==> src/rtl/carry_select.sv <==
// carry_select: registered WIDTH-bit carry-select adder, {Cout,Sum} = A + B + Cin.
//
// The operand is split into WIDTH/BLOCK blocks. Block 0 is one ripple-carry
// adder fed by Cin. Every later block runs two ripple-carry adders in parallel
// (carry-in 0 and carry-in 1), and the carry out of the previous block picks
// one of them. The result is registered, so the latency is one cycle. There is
// no handshake: a new operation is accepted on every clock edge.
//
// Optional feature: define CARRY_SELECT_OVF_EN to add the Ovf output. Ovf is
// the registered signed overflow: carry into the MSB XOR carry out of the MSB.
//
// WIDTH must be a multiple of BLOCK.
module carry_select #(
    parameter int WIDTH = 8,
    parameter int BLOCK = 4
) (
    input  logic             clk,
    input  logic             rst,
    input  logic [WIDTH-1:0] A,
    input  logic [WIDTH-1:0] B,
    input  logic             Cin,
    output logic [WIDTH-1:0] Sum,
`ifdef CARRY_SELECT_OVF_EN
    output logic             Ovf,
`endif
    output logic             Cout
);

    localparam int NBLK = WIDTH / BLOCK;

    // w_carry[g] is the carry into block g; w_carry[NBLK] is the carry out of the MSB.
    logic [NBLK:0]      w_carry;
    logic [WIDTH-1:0]   w_sum;
`ifdef CARRY_SELECT_OVF_EN
    logic               w_cmsb;   // carry into the MSB bit position
`endif

    assign w_carry[0] = Cin;

    for (genvar g = 0; g < NBLK; g++) begin : g_blk
        logic [BLOCK-1:0] w_a;
        logic [BLOCK-1:0] w_b;

        assign w_a = A[g*BLOCK +: BLOCK];
        assign w_b = B[g*BLOCK +: BLOCK];

        if (g == 0) begin : g_first
            // Single ripple chain driven directly by Cin.
            logic [BLOCK:0]   w_c;
            logic [BLOCK-1:0] w_s;

            assign w_c[0] = w_carry[0];
            for (genvar b = 0; b < BLOCK; b++) begin : g_fa
                assign w_s[b]   = w_a[b] ^ w_b[b] ^ w_c[b];
                assign w_c[b+1] = (w_a[b] & w_b[b]) | (w_c[b] & (w_a[b] ^ w_b[b]));
            end

            assign w_sum[g*BLOCK +: BLOCK] = w_s;
            assign w_carry[g+1]            = w_c[BLOCK];
`ifdef CARRY_SELECT_OVF_EN
            if (g == NBLK-1) begin : g_msb
                assign w_cmsb = w_c[BLOCK-1];
            end
`endif
        end else begin : g_sel
            // Two speculative ripple chains: w_c0 assumes carry-in 0, w_c1 carry-in 1.
            logic [BLOCK:0]   w_c0;
            logic [BLOCK:0]   w_c1;
            logic [BLOCK-1:0] w_s0;
            logic [BLOCK-1:0] w_s1;

            assign w_c0[0] = 1'b0;
            assign w_c1[0] = 1'b1;
            for (genvar b = 0; b < BLOCK; b++) begin : g_fa
                assign w_s0[b]   = w_a[b] ^ w_b[b] ^ w_c0[b];
                assign w_c0[b+1] = (w_a[b] & w_b[b]) | (w_c0[b] & (w_a[b] ^ w_b[b]));
                assign w_s1[b]   = w_a[b] ^ w_b[b] ^ w_c1[b];
                assign w_c1[b+1] = (w_a[b] & w_b[b]) | (w_c1[b] & (w_a[b] ^ w_b[b]));
            end

            // The real carry from the previous block selects the matching result.
            assign w_sum[g*BLOCK +: BLOCK] = w_carry[g] ? w_s1 : w_s0;
            assign w_carry[g+1]            = w_carry[g] ? w_c1[BLOCK] : w_c0[BLOCK];
`ifdef CARRY_SELECT_OVF_EN
            if (g == NBLK-1) begin : g_msb
                assign w_cmsb = w_carry[g] ? w_c1[BLOCK-1] : w_c0[BLOCK-1];
            end
`endif
        end
    end

    logic [WIDTH-1:0] r_sum;
    logic             r_cout;
`ifdef CARRY_SELECT_OVF_EN
    logic             r_ovf;
`endif

    // Output register: reset has priority, otherwise capture this cycle's result.
    always_ff @(posedge clk) begin
        if (rst) begin
            r_sum  <= '0;
            r_cout <= 1'b0;
`ifdef CARRY_SELECT_OVF_EN
            r_ovf  <= 1'b0;
`endif
        end else begin
            r_sum  <= w_sum;
            r_cout <= w_carry[NBLK];
`ifdef CARRY_SELECT_OVF_EN
            r_ovf  <= w_cmsb ^ w_carry[NBLK];
`endif
        end
    end

    assign Sum  = r_sum;
    assign Cout = r_cout;
`ifdef CARRY_SELECT_OVF_EN
    assign Ovf  = r_ovf;
`endif

endmodule

==> config.mk <==
export PLATFORM = sky130hd
export DESIGN_NAME = carry_select
export DESIGN_NICKNAME = d
export VERILOG_FILES = /design/src/rtl/carry_select.sv
export SDC_FILE = /design/constraint.sdc
export NUM_CORES = 1
export LEC_CHECK = 0
export CORE_MARGIN = 10
export CORE_UTILIZATION = 30
export CTS_CLUSTER_SIZE = 40
export DETAILED_ROUTE_END_ITERATION = 10
export HOLD_SLACK_MARGIN = 0.12
export PLACE_DENSITY = 0.8
export REMOVE_ABC_BUFFERS = 1
export SYNTH_ARGS = -nofsm -noshare
export SYNTH_HDL_FRONTEND = slang
export SYNTH_SLANG_ARGS = --single-unit
export TNS_END_PERCENT = 10
==> constraint.sdc <==
create_clock -name clk -period 3.6 [get_ports clk]
set_input_delay 0.72 -clock clk [delete_from_list [all_inputs] [get_ports clk]]
set_output_delay 0.72 -clock clk [all_outputs]
set_load 0.05 [all_outputs]
==> results of run 1 <==
[kinds of logic after synthesis]
logic type / synth area share [%]
flops: 41.03
simple gates: 11.39
compound gates: 1.139
xor+xnor: 1.995
buf+inv: 6.838
fa+ha+maj: 37.60
[path summary, 6_finish.rpt]
path	depth (start not counted)	from	to
min	3	A[0]	Sum[0]$_SDFF_PP0_
max	12	Cin	Sum[7]$_SDFF_PP0_
[registers in the layout, summed over array words and instances (netlist names)]
signal and count:
Sum 8, Cout 1
[metal layers]
layer / up-vias / part of all wire (%)
met1: 156 / 44
met2: 23 / 46
met3: 2 / 10
met5: - / 0
met4: 0 / 0.44
li1: 171 / -
[repair_timing]
action	in CTS	in global routing
pin swaps	3	4
setup endpoints to repair	1	1
hold endpoints to repair	0	0
gates resized for setup	9	3
[where the power goes]
group	internal, mW	switching, mW
Sequential	0.112	0.00318
Clock	0.0427	0.0344
Combinational	0.0545	0.0712
[cells in the mapped netlist]
cell type	number	area, um^2
dfxtp_1	9	180.2
xor2_1	1	8.760
ha_1	2	25.02
nor2_1	4	15.01
nor2b_1	5	31.28
o21ai_0	1	5.000
inv_1	8	30.03
nand2_1	1	3.750
fa_1	7	140.1
[through the flow]
step | setup slack, ns | instances | utilization [%]
after global placement | -0.5065 | 81 | 55.16
after global routing | 0.03051 | 85 | 58.54
after detailed placement | -0.5400 | 81 | 55.16
after floorplan | 0.007670 | 38 | -
final | 0.1360 | 85 | 58.54
after CTS | 0.005320 | 85 | 57.88
[layout make-up]
type	count	area share (%)
well taps	15	2.404
inverters	8	3.846
multi-input cells	21	31.73
flip-flops and latches	9	23.08
clock buffers	4	3.365
repair buffers	28	35.58
==> flow_summary_export.csv, run 1 <==
group,metric,value,unit
floorplan,core,1334,um^2
worst_setup_path,crit_family,"adder cells",
route,wl_per_cell,13.51,um
logic_synthesis,yosysWarnings,0,
finish,final_common_cell,"clkdlybuf4s50_1",
sta,finalCriticalPeriod,3.464,ns
worst_setup_path,worst_path_max_delay_cell,"fa_1",
placement,placed_area,735.7,um^2
cts,post_cts_buffers,0,
route,drt_pre_antenna_iters,2,
sta,hold_ws,0.9217,ns
power,power,0.3180,mW
route,drtIter0Drc,1,
global_routing,use_met1,8.025,%
route,via_count,352,
sta,fin_crit_sh,96.22,%
sta,tightest_slew,0.5231,ns
cts,cts_hold_buf,0,
route,drc_errors,0,
power,power.leakage,0.3403,nW
placement,io_buffers,27,
global_routing,busiest_layer,"met2",
logic_synthesis,synth_cells,38,
global_routing,grt-ovfl-total,0,
cts,cts_tree,"done",
sta,rsz0062_at_grt,"false",
finish,seq_area,180.2,um^2
sta,finalHoldViolCount,0,
logic_synthesis,synth-seq-cells,9,
worst_setup_path,max_stage_delay,0.40,ns
cts,clkSlewWorstSetupHoldPaths,0.06,ns
route,drt_wl_total,1148,um
global_routing,use_met3,3.704,%
route,vias_per_cell,4.141,
finish,layout_common_cells,"24 x clkdlybuf4s50_1, 9 x dfxtp_1, 7 x inv_1, 6 x fa_2, 5 x nor2b_1",
global_routing,use_met2,10.32,%
worst_setup_path,cp.required,3.79,ns
placement,hpwl,998.1,um
logic_synthesis,seq_area_frac_synth,41.03,%
floorplan,chipHeight,58.26,um
worst_setup_path,arrival,3.65,ns
global_routing,first_global_vias,374,
cts,cts_buffers,3,
power,ir_drop,0.1280,mV
min_path,worstHoldPathType,"primary input to flop",
floorplan,die_w,58.26,um
sta,setup_tns,0,ns
route,ant_nets,0,
finish,area.growth.synth_to_final,77.78,%
finish,antenna_cells,0,
floorplan,die_area,3394,um^2
sta,setup_viol,0,
worst_setup_path,path_max_fanout,2,
power,p_per_area,407.3,nW/um^2
worst_setup_path,cpMostUsedCell,"fa_2",
worst_setup_path,crit_buf_inv,3,
finish,finish.instance_area,780.7,um^2
cts,htree_levels,1,
cts,cts_buffer_depth,2,
sta,max-slew-margin-rel,65.02,%
global_routing,grt.total_usage,6.946,%
cts,clkSinkCount,9,
finish,multi_input_area,247.7,um^2
worst_setup_path,end_kind,"flop",
placement,globalplace.congestion,0.7449,
global_routing,grt_pass1_wl,1807,um
floorplan,rows,13,
worst_setup_path,path_cells,"dlygate4sd2_1 -> fa_2 -> fa_2 -> fa_2 -> inv_2 -> fa_2 -> o21ai_2 -> fa_2 -> fa_2 -> inv_1 -> fa_1 -> nor2_1",
run_status,outcome,"finished, final reports clean",
cts,cts_root_buffer,"clkbuf_4",
floorplan,start_util,32.93,%
finish,nFillCells,120,
logic_synthesis,syn-cell-area,439.2,um^2
floorplan,io_pins,28,
sta,finalMaxSlewViolations,0,
global_routing,grt_max_degree,10,
run,cap_violations,0,
worst_setup_path,path_class,"primary input to flop",
logic_synthesis,synth.distinct_cells,9,
worst_setup_path,critPathLaunchType,"primary input",
sta,max_freq,288.7,MHz
finish,finalNetCount,99,
finish,layout-drive-gt1-share,17.14,%
logic_synthesis,syn_avg_cell_area,11.56,um^2
global_routing,antenna_found_initial,0,
(Power assumes the default switching activity.)
==> run 2: changes to the inputs <==
- SKIP_LAST_GASP: unset -> 1
==> results of run 2 <==
Final layout, timing and power as in run 1 (identical DEF).
